File: config.mk
export PLATFORM = sky130hd
export DESIGN_NAME = fetch_unit
export DESIGN_NICKNAME = d
export VERILOG_FILES = /design/src/rtl/cpu_pkg.sv /design/src/rtl/pc_counter.sv /design/src/rtl/fetch_unit.sv
export SDC_FILE = /design/constraint.sdc
export NUM_CORES = 1
export LEC_CHECK = 0
export BUFFER_PORTS_ARGS = -buffer_cell sky130_fd_sc_hd__buf_4
export CAP_MARGIN = 20
export CORE_MARGIN = 2
export CORE_UTILIZATION = 47
export DETAILED_ROUTE_END_ITERATION = 12
export HOLD_SLACK_MARGIN = 0.02
export PLACE_DENSITY_LB_ADDON = 0.25
export SKIP_CTS_REPAIR_TIMING = 1
export SYNTH_ARGS = -nofsm -noshare
export SYNTH_HDL_FRONTEND = slang
export SYNTH_SLANG_ARGS = --single-unit
File: constraint.sdc
create_clock -name clk -period 3.9 [get_ports clk]
set_input_delay 0.39 -clock clk [delete_from_list [all_inputs] [get_ports clk]]
set_output_delay 0.39 -clock clk [all_outputs]
set_load 0.02 [all_outputs]
File: src/rtl/cpu_pkg.sv
// Shared CPU definitions: widths, halt encoding, fetch FSM states, and the
// condition/flag encodings used by the control FSM.
package cpu_pkg;

  localparam int CPU_ADDR_W = 10;
  localparam int CPU_DATA_W = 16;

  // An all-zero word stops the machine.
  localparam logic [CPU_DATA_W-1:0] HALT_INSTR = 16'h0000;

  typedef enum logic [1:0] {
    ST_RUN    = 2'd0,
    ST_WAIT   = 2'd1,
    ST_HALTED = 2'd2
  } fetch_state_e;

  // Captured fetch result: word plus its one-cycle valid strobe.
  typedef struct packed {
    logic [CPU_DATA_W-1:0] word;
    logic                  vld;
  } fetch_rsp_t;

  // Branch condition codes and ALU flags, consumed by the control FSM.
  typedef enum logic [2:0] {
    COND_AL = 3'd0,
    COND_EQ = 3'd1,
    COND_NE = 3'd2,
    COND_CS = 3'd3,
    COND_CC = 3'd4,
    COND_MI = 3'd5,
    COND_PL = 3'd6,
    COND_NV = 3'd7
  } cond_e;

  typedef struct packed {
    logic z;
    logic c;
    logic n;
    logic v;
  } flags_t;

endpackage

File: src/rtl/pc_counter.sv
// Program counter: reset value, load, and increment with natural wrap.
module pc_counter #(
  parameter int                ADDR_W   = 10,
  parameter logic [ADDR_W-1:0] RESET_PC = '0
) (
  input  logic              clk,
  input  logic              reset,
  input  logic              inc,
  input  logic              ld,
  input  logic [ADDR_W-1:0] ld_val,
  output logic [ADDR_W-1:0] pc
);

  // Load has priority; increment wraps from all-ones to zero silently.
  always_ff @(posedge clk or negedge reset) begin
    if (!reset)   pc <= RESET_PC;
    else if (ld)  pc <= ld_val;
    else if (inc) pc <= pc + ADDR_W'(1);
  end

endmodule

File: src/rtl/fetch_unit.sv
// Instruction fetch: owns the PC, steers memory port A's address, captures
// fetched words and latches halt / protocol-fault flags.
module fetch_unit
  import cpu_pkg::*;
#(
  parameter int                ADDR_W   = CPU_ADDR_W,
  parameter int                DATA_W   = CPU_DATA_W,
  parameter logic [ADDR_W-1:0] RESET_PC = '0
) (
  input  logic              clk,
  input  logic              reset,
  input  logic              pc_en,
  input  logic              pc_ld,
  input  logic              pc_sel,
  input  logic [DATA_W-1:0] target,
  input  logic [DATA_W-1:0] data_addr,
  input  logic [DATA_W-1:0] mem_q,
  output logic [ADDR_W-1:0] mem_addr,
  output logic [ADDR_W-1:0] pc_ins,
  output logic [DATA_W-1:0] instr,
  output logic              instr_valid,
  output logic              halted,
  output logic              err
);

  fetch_state_e state_q, state_d;

  logic pc_inc, pc_load, err_set, cap, halt_set;
  logic [DATA_W-1:0] instr_q;
  logic              vld_q;

  // Upper data-address bits are outside the memory map and deliberately dropped.
  logic unused_addr_hi;
  assign unused_addr_hi = ^data_addr[DATA_W-1:ADDR_W];

  pc_counter #(
    .ADDR_W   (ADDR_W),
    .RESET_PC (RESET_PC)
  ) u_pc (
    .clk    (clk),
    .reset  (reset),
    .inc    (pc_inc),
    .ld     (pc_load),
    .ld_val (target[ADDR_W-1:0]),
    .pc     (pc_ins)
  );

  assign mem_addr    = pc_sel ? pc_ins : data_addr[ADDR_W-1:0];
  assign instr       = instr_q;
  assign instr_valid = vld_q;

  // State register.
  always_ff @(posedge clk or negedge reset) begin
    if (!reset) state_q <= ST_RUN;
    else        state_q <= state_d;
  end

  // Next state and per-cycle control strobes.
  always_comb begin
    state_d  = state_q;
    pc_inc   = 1'b0;
    pc_load  = 1'b0;
    err_set  = 1'b0;
    cap      = 1'b0;
    halt_set = 1'b0;
    unique case (state_q)
      ST_RUN: begin
        if (pc_en) begin
          if (pc_ld) begin
            // Low bits still load even when the target is out of range.
            pc_load = 1'b1;
            err_set = |target[DATA_W-1:ADDR_W];
          end else if (pc_sel) begin
            pc_inc  = 1'b1;
            state_d = ST_WAIT;
          end else begin
            // Fetch requested while memory is steered to the data address.
            err_set = 1'b1;
          end
        end
      end
      ST_WAIT: begin
        cap     = 1'b1;
        err_set = pc_en;
        if (mem_q == DATA_W'(HALT_INSTR)) begin
          halt_set = 1'b1;
          state_d  = ST_HALTED;
        end else begin
          state_d = ST_RUN;
        end
      end
      ST_HALTED: ;
      default: state_d = ST_RUN;
    endcase
  end

  // Instruction register and its one-cycle valid pulse.
  always_ff @(posedge clk or negedge reset) begin
    if (!reset) begin
      instr_q <= '0;
      vld_q   <= 1'b0;
    end else begin
      vld_q <= cap;
      if (cap) instr_q <= mem_q;
    end
  end

  // Sticky halt and fault flags.
  always_ff @(posedge clk or negedge reset) begin
    if (!reset) begin
      halted <= 1'b0;
      err    <= 1'b0;
    end else begin
      if (halt_set) halted <= 1'b1;
      if (err_set)  err    <= 1'b1;
    end
  end

endmodule
After elaboration in Yosys (flattened, before gate mapping) --
Cells that the tools add are included.
Storage, ports and cells: register bits after elaboration 31, input bits 53, output and inout port bits 39, logic and storage cells 40
Cells by class: add/subtract/negate cells 1, equality and inequality tests 5, multiplexer cells 22, bitwise gates (word level) 1, reduce and logical (&&, ||, !) cells 5
Operators by type and width (number):
- $mux W10 | 3
- $logic_not A16 Y1 | 1
- $mux W1 | 13
- $add A10 B1 Y10 const B | 1
- $mux W2 | 4
- $ne A2 B2 Y1 const B | 3
- $pmux W2 S3 | 1
- $reduce_or A6 Y1 | 1
- $reduce_and A4 Y1 | 1
- $eq A2 B1 Y1 const B | 1
- $eq A2 B2 Y1 const B | 1
- $logic_not A2 Y1 | 1
- $pmux W1 S2 | 1
- $reduce_bool A2 Y1 | 1
- $not A1 Y1 | 1

Longest topological paths before layout --
Gate-level depths: netlist (run 1).
depth after elaboration 6, depth in mapped cells 5, depth with buffers taken out 5

Hierarchy --
Synthesis (run 1) repeated with hierarchy kept, for this count alone.
Second synthesis, totals: cells, all modules 130, area, all modules 1546.5 sq um
By module, submodules not included:
- fetch_unit | times used 1, cells each 69, area an instance 979.7 sq um, seq. area each 525.5 sq um
- pc_counter | times used 1, cells each 61, area an instance 566.8 sq um, seq. area each 250.2 sq um

Worst setup path after synthesis (run 1) --
Ideal clock, no wire load.
path type input port to output port, from input pc_sel, to output mem_addr[0], data arrival time 1141 ps, required time 3510 ps, slack 2369 ps, cell stages on the path 2, buffers on the path 1, cells stage by stage clkbuf_1 mux2_2
Between the ends: word-level cells in the longest chain between the ends 1
Ends and longest elaborated chain:
- start, declared | line fetch_unit.sv:14 | input logic pc_sel,
- $mux W10 | line fetch_unit.sv:48 | assign mem_addr = pc_sel ? pc_ins : data_addr[ADDR_W-1:0];
- end, declared | line fetch_unit.sv:18 | output logic [ADDR_W-1:0] mem_addr,
No other way between the ends.

Worst setup path in the final report (run 1) --
from register state_q[0], to register u_pc.pc[9]
Between the ends: word-level cells in the longest chain between the ends 3, elaborated cells between the ends (all ways) 5, those cells by class mux (3); reduce/logical (2)
Ends and longest elaborated chain:
- start, declared | line fetch_unit.sv:26 | fetch_state_e state_q, state_d;
- start signal, assigned | line fetch_unit.sv:55 | else state_q <= state_d;
- $logic_not A2 Y1 * | line fetch_unit.sv:66 | unique case (state_q)
- $mux W1 | line fetch_unit.sv:66
- $mux W10 / $reduce_bool A2 Y1 (equally long branches)
- end signal, assigned | line pc_counter.sv:17 | else if (ld) pc <= ld_val;
- end signal, assigned | line pc_counter.sv:18 | else if (inc) pc <= pc + ADDR_W'(1);
- end, declared | line pc_counter.sv:11 | output logic [ADDR_W-1:0] pc
Every way passes the cells marked *; elsewhere a longest branch is shown, timed or not. A chain may end at the register's enable or synchronous reset.

==> out/metrics.yaml, run 1 <==
status: "complete, no violations"
top_layer_used: "met4"
crit_path_end_kind: "flip-flop"
drive_gt1_frac: 0.546
antenna_found_initial: 0
hp-class: "in -> reg"
dp_slack_ns: 1.91
clockBufferDepth: 2
ys_top_cells_by_area: "dfrtp_1, mux2_2, mux2_1, nand2_1, xnor2_1"
setup_viol: 0
fin_worst_skew_ns: 0.00543
yosys.area_share.xor_xnor: 0.0500
vias: 1347
syn_avg_cell_area_um2: 12.3
grt_pass1_vias: 1359
clk_pin_slew_worst_paths_ns: 0.09
synthToLayoutAreaGrowth_pct: 46.9
port_buffers: 85
min_path_cells: 2
cp_data_required_time_ns: 4.11
cts-root-buf: "clkbuf_4"
synth-edff-count: 0
synth_nets: 182
cp-start-kind: "flip-flop"
max_freq_mhz: 524
max_slew_margin: 0.475
yosys_warnings: 0
tns_ns: 0
muxShareOfSynthArea: 0.199
tritoncts: "built"
wl_met1_um: 1390
rrSetupSlack_ns: 1.99
grt_max_degree: 32
synthAdderAreaFrac: 0.00794
cts.sinks: 31
ys_seq_area_frac: 0.492
hpwl_um: 2990
syn-cell-area_um2: 1580
ys_ff_latch: 31
min_from: "pc_ld"
async_flop_share: 1.00
min_period_ns: 1.91
synth_cell_types: 30
io_pins: 92
drc: 0
drt.antenna.violating_nets: 0
worstMarginPinSlew_ns: 0.788
critPathTopFamily: "simple AND/OR/NAND/NOR gates"
cp_slowest_cell: "nand4bb_1"
finalWorstSetupSlack_ns: 1.99
crit_arrival_ns: 2.12
yosys.area_share.simple: 0.180
yosys.area.top_type: "dfrtp_1"
netlist_instances: 128
vdd_drop_max_uv: 407
drt_wl_total_um: 3800
wl_met2_um: 1940
synth_top_family_by_area: "multiplexers"
worst_r2r_path_depth: 4
gp_congestion: 0.771
via_per_inst: 5.14
post_drt_wl_per_cell_um: 14.5
cts_buffers: 5
die-height_um: 61.9
synth-compound-area-share: 0.0405
post-route-period-util: 0.489
path_max_fanout: 7
leakage_nw: 1.08
reg2reg_from: "state_q[0]"
drv_cap: 0
worstReg2RegEnd: "u_pc.pc[9]"
hold_viol: 0
p_per_area_nw_per_um2: 584
track_usage: 0.215
synthFlopType: "dfrtp_1"
fp.dieW_um: 61.9
cpPeakStageDelay_ns: 0.54
dr.pass1.iters: 4
met3WireLength_um: 387
rsz0062_at_grt: "false"
yosysTopAreaCellShare: 0.492
grt_overflow: 0
drv_slew: 0
fin_nets: 269
dieArea_um2: 3830
drt-initial-drc-count: 20
grt_pass1_wl_um: 5840
rows: 21
antenna_cells: 0
critPathBufInv: 0
clk_latency_ns: 0.33
coreArea_um2: 3280
crit_type: "reg -> reg"
htreeDepth: 2
cp_cell_sequence: "nand4bb_1 -> nor4_4 -> xor2_1 -> mux2_1"
start_util: 0.480
min_to: "state_q[0]"
through the flow:
step	area (µm²)	utilization	power, mW	cells	hold slack [ns]
2_1_floorplan	1580	-	0.854	128	0.0944
3_3_place_gp	2240	0.681	1.13	253	0.341
3_5_place_dp	2240	0.681	1.15	253	0.344
4_1_cts	2300	0.702	1.37	261	-0.0234
5_1_grt	2310	0.705	1.43	262	0.218
6_report	2310	0.705	1.35	262	0.225
worst max-delay path by stage:
stage	from	endpoint	slack [ns]	cells after the start
2_1_floorplan	pc_sel	mem_addr[0]	2.37	2
3_3_place_gp	pc_sel	u_pc.pc[9]	1.97	5
3_5_place_dp	pc_sel	u_pc.pc[9]	1.91	5
4_1_cts	state_q[0]	u_pc.pc[9]	1.97	4
5_1_grt	state_q[0]	u_pc.pc[9]	1.88	4
6_report	state_q[0]	u_pc.pc[9]	1.99	4
kinds of logic after synthesis:
family,after synthesis
simple gates,39
flops,31
mux,28
compound gates,11
xor+xnor,9
buf+inv,9
fa+ha+maj,1
registers in the layout (all words and copies together), names as in the netlist:
register	cells
state_q	2
halted	1
u_pc.pc	10
instr	16
instr_valid	1
err	1
Yosys cell counts, drive strengths merged (3+ instances only):
cell,count
mux2,27
buf,5
inv,3
nand2,14
xnor2,6
nand3,3
xor2,3
nor4,7
nor3,3
o21ai,10
dfrtp,31
area by class of cell:
type,instances,area [µm²]
fill,261,970
tap,46,57.6
clock buffer,8,68.8
timing repair buffer,86,648
multi-input combinational,88,753
inverter,3,11.3
sequential,31,776
where the power goes:
part	switching, mW	total (mW)	leakage, nW	internal (mW)
clock network	0.103	0.209	0.0386	0.106
logic	0.314	0.609	0.665	0.295
registers	0.104	0.534	0.373	0.430
total	0.521	1.35	1.08	0.831
metal layers:
metal,vias to the layer above,track usage
li1,635,-
met1,639,0.230
met5,-,0
met2,63,0.370
met4,0,0.0851
met3,10,0.0952
placed cells by master, fill, tap and decap left out:
| cell | synthesis | layout |
|---|---|---|
| o21ai_0 | 1 | 1 |
| nand4_4 | 1 | 1 |
| nand3_1 | 2 | 2 |
| nor4b_1 | 1 | 1 |
| inv_1 | 3 | 3 |
| nor4_1 | 5 | 5 |
| nand2_1 | 14 | 14 |
| and3_1 | 1 | 1 |
| nand2b_1 | 2 | 2 |
| o21ai_2 | 1 | 1 |
| ha_1 | 1 | 1 |
| a41o_1 | 1 | 1 |
| nor3_2 | 3 | 3 |
| buf_4 | 0 | 85 |
| mux2i_1 | 1 | 1 |
| clkbuf_4 | 0 | 5 |
| or3b_1 | 1 | 1 |
| nor2_1 | 2 | 2 |
| o21ai_1 | 8 | 8 |
| and4bb_2 | 2 | 2 |
| dfrtp_1 | 31 | 31 |
| nand3_2 | 1 | 1 |
| nand4bb_1 | 1 | 1 |
| clkbuf_1 | 1 | 1 |
| xnor2_1 | 6 | 6 |
| xor2_1 | 3 | 3 |
| mux2_2 | 16 | 16 |
| clkbuf_8 | 0 | 2 |
| nor4_4 | 2 | 2 |
| mux2_1 | 11 | 11 |
| dlygate4sd3_1 | 0 | 1 |
| nand4_1 | 1 | 1 |
No activity file was read; power rests on OpenSTA's default activity.
==> inputs of run 2 (changes only) <==
--- a/config.mk
+++ b/config.mk
@@ -8,7 +8,7 @@
 export BUFFER_PORTS_ARGS = -buffer_cell sky130_fd_sc_hd__buf_4
 export CAP_MARGIN = 20
 export CORE_MARGIN = 2
-export CORE_UTILIZATION = 47
+export CORE_UTILIZATION = 39
 export DETAILED_ROUTE_END_ITERATION = 12
 export HOLD_SLACK_MARGIN = 0.02
 export PLACE_DENSITY_LB_ADDON = 0.25
==> constraint.sdc (replaced) <==
create_clock -name clk -period 1.7 [get_ports clk]
set_input_delay 0.17 -clock clk [delete_from_list [all_inputs] [get_ports clk]]
set_output_delay 0.17 -clock clk [all_outputs]
set_load 0.02 [all_outputs]
==> out/metrics.yaml, run 2 (same netlist as run 1, synthesis figures left out) <==
status: "complete, no violations"
hold_viol: 0  # unchanged
internal-power_mw: 1.96  # +140%
grt_overflow: 0  # unchanged
min_to: "state_q[0]"
fin_nets: 275  # +2.2%
cts.sinks: 31  # unchanged
drt-initial-drc-count: 44  # +120%
leakage_nw: 1.10  # +2.6%
vdd_drop_max_uv: 871  # +110%
crit_path_end_kind: "flip-flop"
final_common_cell: "buf_4"
clockPowerShare: 0.161  # +0.006
cts-root-buf: "clkbuf_8"
p_seq_frac: 0.383  # -0.012
drc: 0  # unchanged
grt_pass1_wl_um: 5820  # -0.36%
min_period_ns: 1.54  # -0.365 ns
drv_slew: 0  # unchanged
clk_pin_slew_worst_paths_ns: 0.06  # -0.03 ns
die-height_um: 67.6  # +9.1%
setup_viol: 0  # unchanged
fp.dieW_um: 67.6  # +9.1%
layout_common_cells: "buf_4, dfrtp_1, mux2_2"
post_drt_wl_per_cell_um: 13.8  # -4.7%
drive_gt1_frac: 0.555  # +0.00825
worstMarginPinSlew_ns: 0.392  # -0.396 ns
drt.antenna.violating_nets: 0  # unchanged
dr.pass1.iters: 4  # unchanged
cts_buffers: 5  # unchanged
clk_latency_ns: 0.27  # -0.06 ns
rsz0062_at_grt: "false"
max_slew_margin: 0.739  # +0.264
hpwl_um: 2960  # -0.91%
port_buffers: 85  # unchanged
placed_cell_area_um2: 2290  # +2.2%
dp_slack_ns: 0.167  # -1.74 ns
rows: 23  # +9.5%
grt_max_degree: 32  # unchanged
min_from: "pc_ld"
antenna_found_initial: 0  # unchanged
min_path_cells: 2  # unchanged
drt_wl_total_um: 3730  # -1.8%
tns_ns: 0  # unchanged
p_per_area_nw_per_um2: 1330  # +130%
whs_ns: 0.0732  # -0.152 ns
antenna_cells: 0  # unchanged
hp-class: "in -> reg"
cp-start-kind: "flip-flop"
grt_pass1_vias: 1264  # -7.0%
htreeDepth: 2  # unchanged
reg2reg_from: "state_q[1]"
crit_type: "reg -> reg"
fin_util: 0.601  # -0.104
clockBufferDepth: 2  # unchanged
largest_reg_flops: 16  # unchanged
fin_worst_skew_ns: 0.00475  # -0.000685 ns
crit_arrival_ns: 1.70  # -0.42 ns
via_per_inst: 4.91  # -4.5%
cp_data_required_time_ns: 1.86  # -2.25 ns
coreArea_um2: 3940  # +20%
stdcell_area_um2: 2370  # +2.3%
worst_r2r_path_depth: 5  # +1
p_sw_frac: 0.378  # -0.00737
io_pins: 92  # unchanged
start_util: 0.400  # -0.0801
path_max_fanout: 6  # -1
dieArea_um2: 4560  # +19%
vias: 1326  # -1.6%
gp_congestion: 0.779  # +0.96%
p_sw_mw: 1.19  # +130%
rrSetupSlack_ns: 0.16  # -1.84 ns
worstReg2RegEnd: "u_pc.pc[8]"
tritoncts: "built"
p_comb_frac: 0.456  # +0.005
track_usage: 0.172  # -0.0423
drv_cap: 0  # unchanged
post-route-period-util: 0.908  # +0.419
synthToLayoutAreaGrowth_pct: 50.4
max_freq_mhz: 648  # +24%
finalWorstSetupSlack_ns: 0.156  # -1.84 ns
[run 2: cell types whose count changed in the layout (fill, tap and decap cells not counted)]
cell | previous run | this run
buf_4 | 85 | 91
clkbuf_4 | 5 | 0
clkbuf_8 | 2 | 5
[run 2: power groups by stage]
| stage | sequential, mW | combinational [mW] | clock (mW) |
|---|---|---|---|
| 2_1_floorplan | 1.51 | 0.454 | 0 |
| 3_3_place_gp | 1.20 | 1.41 | 0 |
| 3_5_place_dp | 1.22 | 1.45 | 0 |
| 4_1_cts | 1.21 | 1.45 | 0.525 |
| 5_1_grt | 1.25 | 1.54 | 0.557 |
| 6_report | 1.20 | 1.44 | 0.508 |
[run 2: layout make-up]
cell class | instances | area [µm²]
fillers | 339 | 1570
flip-flops and latches | 31 | 776
multi-input cells | 88 | 753
repair buffers | 92 | 693
clock buffers | 6 | 72.6
well taps | 50 | 62.6
inverters | 3 | 11.3
[run 2: worst max-delay path by stage]
stage / start / endpoint / slack [ns] / cells after the start
3_5_place_dp: state_q[1] / u_pc.pc[9] / 0.17 / 4
5_1_grt: state_q[1] / u_pc.pc[9] / 0.07 / 4
2_1_floorplan: state_q[0] / u_pc.pc[9] / 0.21 / 5
4_1_cts: state_q[1] / u_pc.pc[9] / 0.13 / 4
6_report: state_q[1] / u_pc.pc[8] / 0.16 / 5
3_3_place_gp: state_q[1] / u_pc.pc[9] / 0.19 / 4
[run 2: layer usage]
layer	share of wire	track usage
met1	0.41	0.221
met2	0.52	0.283
met3	0.053	0.0400
met4	0.0096	0.0638
met5	0	0
[run 2: metrics by stage]
stage               std cells  power (mW)
finish                    270        3.15
global route              270        3.34
CTS                       269        3.19
detailed placement        263        2.67
global placement          263        2.61
floorplan                 128        1.96
[run 2: critical path, cell delays in order (launching register included)]
cell       delay [ns]
dfrtp_1          0.41
nand4bb_1        0.30
buf_4            0.24
nor4_4           0.26
xnor2_1          0.17
o21ai_2          0.06
